<file path="src/rtl/exec_stage.sv">
// Execute stage: ALU, branch resolution and a 32-cycle restoring divider; 1-cycle latency, 34 for divides.
// busy holds upstream while a divide runs; stall holds the pipeline registers, flush clears them and aborts a divide.
module exec_stage (
    input  logic        clk,
    input  logic        reset,
    input  logic        flush,
    input  logic        stall,
    input  logic [31:0] pc_in,
    input  logic [31:0] next_pc_in,
    input  logic [31:0] rs1_data,
    input  logic [31:0] rs2_data,
    input  logic [31:0] imm,
    input  logic [3:0]  alu_op,
    input  logic        alu_src_b,
    input  logic [2:0]  branch_type,
    input  logic        jump,
    input  logic        jalr,
    input  logic        rd_write_enable_in,
    input  logic [4:0]  rd_write_addr_in,
    input  logic [1:0]  res_src_in,
    input  logic        mem_write_enable_in,
    input  logic [2:0]  mem_width_in,
    output logic [31:0] exec_data_out,
    output logic [31:0] mem_write_data_out,
    output logic [31:0] next_pc_out,
    output logic        rd_write_enable_out,
    output logic [4:0]  rd_write_addr_out,
    output logic [1:0]  res_src_out,
    output logic        mem_write_enable_out,
    output logic [2:0]  mem_width_out,
    output logic        branch_taken,
    output logic [31:0] branch_target,
    output logic        busy
);

    typedef enum logic [1:0] {S_IDLE, S_RUN, S_DONE} div_state_t;

    typedef struct packed {
        logic [31:0] exec_dat;
        logic [31:0] mem_wr_dat;
        logic [31:0] next_pc;
        logic        rd_we;
        logic [4:0]  rd_addr;
        logic [1:0]  res_src;
        logic        mem_we;
        logic [2:0]  mem_width;
    } pipe_t;

    logic [31:0] op_a, op_b, alu_res, jalr_sum;
    logic        br_cond;

    assign op_a = rs1_data;
    assign op_b = alu_src_b ? imm : rs2_data;

    always_comb begin
        alu_res = '0;
        case (alu_op)
            4'd0:    alu_res = op_a + op_b;
            4'd1:    alu_res = op_a - op_b;
            4'd2:    alu_res = op_a << op_b[4:0];
            4'd3:    alu_res = {31'd0, $signed(op_a) < $signed(op_b)};
            4'd4:    alu_res = {31'd0, op_a < op_b};
            4'd5:    alu_res = op_a ^ op_b;
            4'd6:    alu_res = op_a >> op_b[4:0];
            4'd7:    alu_res = $signed(op_a) >>> op_b[4:0];
            4'd8:    alu_res = op_a | op_b;
            4'd9:    alu_res = op_a & op_b;
            4'd10:   alu_res = op_b;
            4'd11:   alu_res = pc_in + op_b;
            default: alu_res = '0;
        endcase
    end

    always_comb begin
        br_cond = 1'b0;
        case (branch_type)
            3'b001:  br_cond = rs1_data == rs2_data;
            3'b010:  br_cond = rs1_data != rs2_data;
            3'b011:  br_cond = $signed(rs1_data) <  $signed(rs2_data);
            3'b100:  br_cond = $signed(rs1_data) >= $signed(rs2_data);
            3'b101:  br_cond = rs1_data <  rs2_data;
            3'b110:  br_cond = rs1_data >= rs2_data;
            default: br_cond = 1'b0;
        endcase
    end

    assign jalr_sum      = rs1_data + imm;
    assign branch_target = jalr ? {jalr_sum[31:1], 1'b0} : pc_in + imm;
    assign branch_taken  = (jump | jalr | br_cond) & ~flush & ~busy;

    // Divider: ops 12..15; bit0 clear = signed, bit1 set = remainder.
    div_state_t  state_q, state_d;
    logic [4:0]  count_q, count_d;
    logic [31:0] quo_q, quo_d, rem_q, rem_d, dvsr_q, dvsr_d;
    logic        neg_quo_q, neg_quo_d, neg_rem_q, neg_rem_d;
    logic        rem_sel_q, rem_sel_d, special_q, special_d;

    logic        is_div, div_signed, div_start, a_neg, b_neg;
    logic [31:0] a_abs, b_abs, quo_fix, rem_fix, div_res;
    logic [32:0] rem_shift, rem_diff;

    assign is_div     = alu_op[3] & alu_op[2];
    assign div_signed = ~alu_op[0];
    assign div_start  = (state_q == S_IDLE) & is_div & ~flush;
    assign busy       = div_start | (state_q == S_RUN);

    assign a_neg = div_signed & op_a[31];
    assign b_neg = div_signed & op_b[31];
    assign a_abs = a_neg ? -op_a : op_a;
    assign b_abs = b_neg ? -op_b : op_b;

    // rem_q < dvsr_q always holds, so bit 32 of the difference is a clean borrow.
    assign rem_shift = {rem_q, quo_q[31]};
    assign rem_diff  = rem_shift - {1'b0, dvsr_q};

    always_comb begin
        state_d   = state_q;
        count_d   = count_q;
        quo_d     = quo_q;
        rem_d     = rem_q;
        dvsr_d    = dvsr_q;
        neg_quo_d = neg_quo_q;
        neg_rem_d = neg_rem_q;
        rem_sel_d = rem_sel_q;
        special_d = special_q;
        case (state_q)
            S_IDLE: begin
                if (div_start) begin
                    rem_sel_d = alu_op[1];
                    count_d   = '0;
                    neg_quo_d = a_neg ^ b_neg;
                    neg_rem_d = a_neg;
                    if (op_b == 32'd0) begin
                        quo_d     = 32'hFFFF_FFFF;
                        rem_d     = op_a;
                        special_d = 1'b1;
                        state_d   = S_DONE;
                    end else if (div_signed && op_a == 32'h8000_0000 && op_b == 32'hFFFF_FFFF) begin
                        quo_d     = 32'h8000_0000;
                        rem_d     = 32'd0;
                        special_d = 1'b1;
                        state_d   = S_DONE;
                    end else begin
                        quo_d     = a_abs;
                        rem_d     = 32'd0;
                        dvsr_d    = b_abs;
                        special_d = 1'b0;
                        state_d   = S_RUN;
                    end
                end
            end
            S_RUN: begin
                rem_d   = rem_diff[32] ? rem_shift[31:0] : rem_diff[31:0];
                quo_d   = {quo_q[30:0], ~rem_diff[32]};
                count_d = count_q + 5'd1;
                if (count_q == 5'd31) state_d = S_DONE;
            end
            S_DONE: begin
                if (!stall) state_d = S_IDLE;
            end
            default: state_d = S_IDLE;
        endcase
        if (flush) begin
            state_d = S_IDLE;
            count_d = '0;
        end
    end

    always_ff @(posedge clk or posedge reset) begin
        if (reset) begin
            state_q   <= S_IDLE;
            count_q   <= '0;
            quo_q     <= '0;
            rem_q     <= '0;
            dvsr_q    <= '0;
            neg_quo_q <= 1'b0;
            neg_rem_q <= 1'b0;
            rem_sel_q <= 1'b0;
            special_q <= 1'b0;
        end else begin
            state_q   <= state_d;
            count_q   <= count_d;
            quo_q     <= quo_d;
            rem_q     <= rem_d;
            dvsr_q    <= dvsr_d;
            neg_quo_q <= neg_quo_d;
            neg_rem_q <= neg_rem_d;
            rem_sel_q <= rem_sel_d;
            special_q <= special_d;
        end
    end

    assign quo_fix = (neg_quo_q & ~special_q) ? -quo_q : quo_q;
    assign rem_fix = (neg_rem_q & ~special_q) ? -rem_q : rem_q;
    assign div_res = rem_sel_q ? rem_fix : quo_fix;

    pipe_t pipe_q, pipe_d;

    always_comb begin
        pipe_d = pipe_q;
        if (flush) begin
            pipe_d = '0;
        end else if (!stall) begin
            if (busy) begin
                pipe_d = '0;
            end else begin
                pipe_d.exec_dat   = (state_q == S_DONE) ? div_res : alu_res;
                pipe_d.mem_wr_dat = rs2_data;
                pipe_d.next_pc    = next_pc_in;
                pipe_d.rd_we      = rd_write_enable_in;
                pipe_d.rd_addr    = rd_write_addr_in;
                pipe_d.res_src    = res_src_in;
                pipe_d.mem_we     = mem_write_enable_in;
                pipe_d.mem_width  = mem_width_in;
            end
        end
    end

    always_ff @(posedge clk or posedge reset) begin
        if (reset) pipe_q <= '0;
        else       pipe_q <= pipe_d;
    end

    assign exec_data_out        = pipe_q.exec_dat;
    assign mem_write_data_out   = pipe_q.mem_wr_dat;
    assign next_pc_out          = pipe_q.next_pc;
    assign rd_write_enable_out  = pipe_q.rd_we;
    assign rd_write_addr_out    = pipe_q.rd_addr;
    assign res_src_out          = pipe_q.res_src;
    assign mem_write_enable_out = pipe_q.mem_we;
    assign mem_width_out        = pipe_q.mem_width;

endmodule

</file>
<file path="config.mk">
export PLATFORM = sky130hd
export DESIGN_NAME = exec_stage
export DESIGN_NICKNAME = d
export VERILOG_FILES = /design/src/rtl/exec_stage.sv
export SDC_FILE = /design/constraint.sdc
export NUM_CORES = 2
export LEC_CHECK = 0
export BUFFER_PORTS_ARGS = -buffer_cell sky130_fd_sc_hd__buf_2
export CAP_MARGIN = 10
export CORE_MARGIN = 8
export CORE_UTILIZATION = 40
export DETAILED_ROUTE_END_ITERATION = 8
export PLACE_DENSITY_LB_ADDON = 0.25
export SLEW_MARGIN = 20
export SYNTH_ARGS = -nofsm -noshare
export SYNTH_HDL_FRONTEND = slang
export SYNTH_SLANG_ARGS = --single-unit
</file>
<file path="constraint.sdc">
create_clock -name clk -period 8.4 [get_ports clk]
set_input_delay 2.52 -clock clk [delete_from_list [all_inputs] [get_ports clk]]
set_output_delay 2.52 -clock clk [all_outputs]
set_load 0.01 [all_outputs]
</file>
==> flow_summary.ini <==
[global_routing]
grt_start_max_net_pins = 113
grt_pass1_wl_um = 190000
track_usage = 0.311
antenna_found_initial = 4
grt_pass1_vias = 29600
grt_overflow = 0

[cts]
clk_path_buf_depth = 3
cts_setup_buffers = 0
tritoncts = built
cts-root-buf = clkbuf_16
clk_latency_ns = 0.59
clock_sinks = 215
cts-resized-gates = 0
cts-hold-fix-buffers = 0
htreeDepth = 1
cts_inserted_buffers = 25
clk_pin_slew_worst_paths_ns = 0.06

[synthesis]
syn_nets = 4202
yosysSeqAreaShare = 0.191
netlist_instances = 3745
yosys_most_used_dff = dfrtp_1
synth_cell_types = 96
syn_area_um2 = 28200
ys_ff_latch = 215
synth_edf_count = 0
async_flop_share = 1.00
yosysWarnings = 0
avgSynthCellArea_um2 = 7.53

[critical_path]
crit_family = compound AO/OA/AOI/OAI gates
cpPeakStageDelay_ns = 0.53
critPathArrivalTime_ns = 5.72
end_kind = output port
crit_chain = buf_2 > buf_4 > ha_1 > o21ai_0 > nor2_1 > o211ai_1 > a21oi_1 > a2111o_1 > a311o_1 > nand2_1 > a31oi_1 > o32ai_1 > xnor2_1 > buf_2
cp_common_cell = buf_2
crit_path_start_kind = primary input
cp_slowest_cell = a2111o_1
worstSetupPathType = primary input to output port
crit_buf_inv = 3
critPathMaxFanout = 4
crit_required_ns = 5.88

[placement]
post-place-ws_ns = 0.110
dp_hpwl_um = 102000
routabilityCongestion = 1.07
io_buffers = 327

[sta]
drv_slew = 0
tightestPinTransition_ns = 1.05
min_period_over_period = 0.980
max_slew_margin = 0.293
hold_viol = 0
rsz0062_at_grt = no
timing.final.ws_setup_ns = 0.165
finalSetupTns_ns = 0
final-setup-viol-count = 0
min_period_ns = 8.24
fmax_mhz = 121
skew_ns = 0.0302

[floorplanning]
core_um2 = 69900
die_h_um = 282
dieArea_um2 = 79300
die_w_um = 282
start_util = 0.404
fp-row-count = 97
io_pins = 328

[routing]
drc = 0
vias = 30700
wire_per_inst_um = 26.1
firstDrtPassIters = 6
totalWireLength_um = 129000
via_per_inst = 6.19
antenna_left = 0
drt_iter0_markers = 3129

[power_and_ir_drop]
ir_drop_mv = 0.156
internal_power_mw = 3.16
power_density_nw_per_um2 = 188
power.share.clock = 0.190
p_comb_frac = 0.563
switching_share = 0.473
p_switching_mw = 2.84
power_leakage_nw = 14.6
seqPwrFrac = 0.247

[cells_and_area]
nNetsFinal = 4450
area_growth_pct = 13.4
drive_above_1_share = 0.157
utilization = 0.458
fill_cells = 7316

[run]
max-cap-violations = 0

[min_path]
hold_class = flip-flop to flip-flop

[status]
status = completed
## Yosys cell counts, types with 37 or more instances
cell / n / area (µm²)
xor2_1: 79 / 692
a22o_1: 49 / 429
a211oi_1: 53 / 398
inv_1: 178 / 668
nand3_1: 62 / 310
nand2b_1: 37 / 231
dfrtp_1: 215 / 5380
a221oi_1: 38 / 333
mux2_2: 37 / 417
ha_1: 266 / 3330
nor3_1: 104 / 521
a31oi_1: 83 / 519
clkbuf_1: 163 / 612
a21oi_1: 308 / 1540
xnor2_1: 169 / 1480
mux2i_1: 107 / 1070
o211ai_1: 41 / 308
a21o_1: 79 / 593
nand2_1: 391 / 1470
o21ai_1: 125 / 626
nor2_1: 319 / 1200
o21ai_0: 220 / 1100
## metal layers
layer / vias to the layer above / track usage / routed length [µm]
li1: 14200 / - / -
met1: 14600 / 0.403 / 53100
met2: 1515 / 0.497 / 58000
met3: 318 / 0.0618 / 11300
met4: 6 / 0.144 / 6920
met5: - / 0 / 48
## through the flow
stage,cells,hold slack [ns],total power [mW],cell area (µm²)
6_report,4951,0.481,6.01,32000
5_1_grt,4950,0.512,6.39,32000
4_1_cts,4950,0.487,5.95,32000
3_5_place_dp,4906,0.473,4.79,31200
3_3_place_gp,4906,0.461,4.77,31200
2_1_floorplan,3745,0.449,3.82,28200
## cells in the final DEF (no fill, tap or decap), types with 28 or more instances in the layout
master | synthesis | final
a221oi_1 | 38 | 38
nand2b_1 | 37 | 36
a22oi_1 | 32 | 32
a211oi_1 | 53 | 51
a31oi_1 | 83 | 83
nor2_1 | 319 | 314
xor2_1 | 79 | 79
dfrtp_1 | 215 | 214
nand4_1 | 29 | 29
a21oi_1 | 308 | 306
ha_1 | 266 | 266
mux2_2 | 37 | 37
o22ai_1 | 31 | 31
o31ai_1 | 28 | 28
xnor2_1 | 169 | 169
inv_1 | 178 | 176
o21ai_0 | 220 | 220
nand2_1 | 391 | 390
nor3_1 | 104 | 102
mux2i_1 | 107 | 105
o211ai_1 | 41 | 41
buf_4 | 14 | 135
nor2b_1 | 33 | 30
o21ai_1 | 125 | 125
nand3_1 | 62 | 61
a21o_1 | 79 | 79
o21a_1 | 28 | 28
and3_1 | 28 | 28
buf_2 | 34 | 326
a22o_1 | 49 | 49
## path summary, 6_finish.rpt
check	from	to	slack (ns)	depth (start not counted)
min in group asynchronous	reset	next_pc_out[13]$_DFFE_PP0P_	2.05	2
worst max-delay path	imm[2]	branch_target[31]	0.16	14
worst min-delay path	exec_data_out[2]$_DFFE_PP0P_	exec_data_out[2]$_DFFE_PP0P_	0.48	2
worst min register to register	exec_data_out[2]$_DFFE_PP0P_	exec_data_out[2]$_DFFE_PP0P_	0.48	2
max in group asynchronous	reset	mem_write_data_out[11]$_DFFE_PP0P_	5.09	3
worst max register to register	quo_q[31]$_DFFE_PP0P_	rem_q[0]$_DFFE_PP0P_	3.41	14
## kinds of logic (layout without fill, tap and decap cells)
kind of cell	after synthesis	in the layout	synth area share
compound gates	1276	1276	0.290
simple gates	1132	1132	0.185
buf+inv	430	695	0.0616
fa+ha+maj	271	271	0.121
xor+xnor	248	248	0.0770
flops	215	215	0.191
mux	173	173	0.0748
other cells	0	1	0
## state kept, by name, indices dropped and copies added, names as in the netlist, 2 cells and up
name                count
dvsr_q                 32
exec_data_out          32
mem_write_data_out     32
next_pc_out            32
quo_q                  32
rem_q                  32
count_q                 5
rd_write_addr_out       5
mem_width_out           3
res_src_out             2
state_q                 2
## tightest hold or removal path, cell delays in order (launching register included)
cell,delay (ns)
dfrtp_1,0.34
nand2_1,0.05
o21ai_0,0.06
## final cells by class
| cell class | count | area, µm² | share of cell area |
|---|---|---|---|
| Timing Repair Buffer | 462 | 2670 | 0.0833 |
| Clock buffer | 36 | 727 | 0.0227 |
| Sequential cell | 215 | 5380 | 0.168 |
| Tap cell | 940 | 1180 | 0.0368 |
| Inverter | 189 | 717 | 0.0224 |
| Clock inverter | 8 | 91.3 | 0.00285 |
| Antenna cell | 1 | 2.50 | 0.0000782 |
| Multi-Input combinational cell | 3100 | 21200 | 0.664 |
## power by group through the flow
stage,Sequential (mW),Combinational [mW],Clock [mW]
global route,1.51,3.69,1.19
finish,1.48,3.38,1.14
CTS,1.47,3.33,1.15
floorplan,1.41,2.40,0
global placement,1.49,3.29,0
detailed placement,1.49,3.30,0
Note: power is estimated with default switching activity, not from simulation.
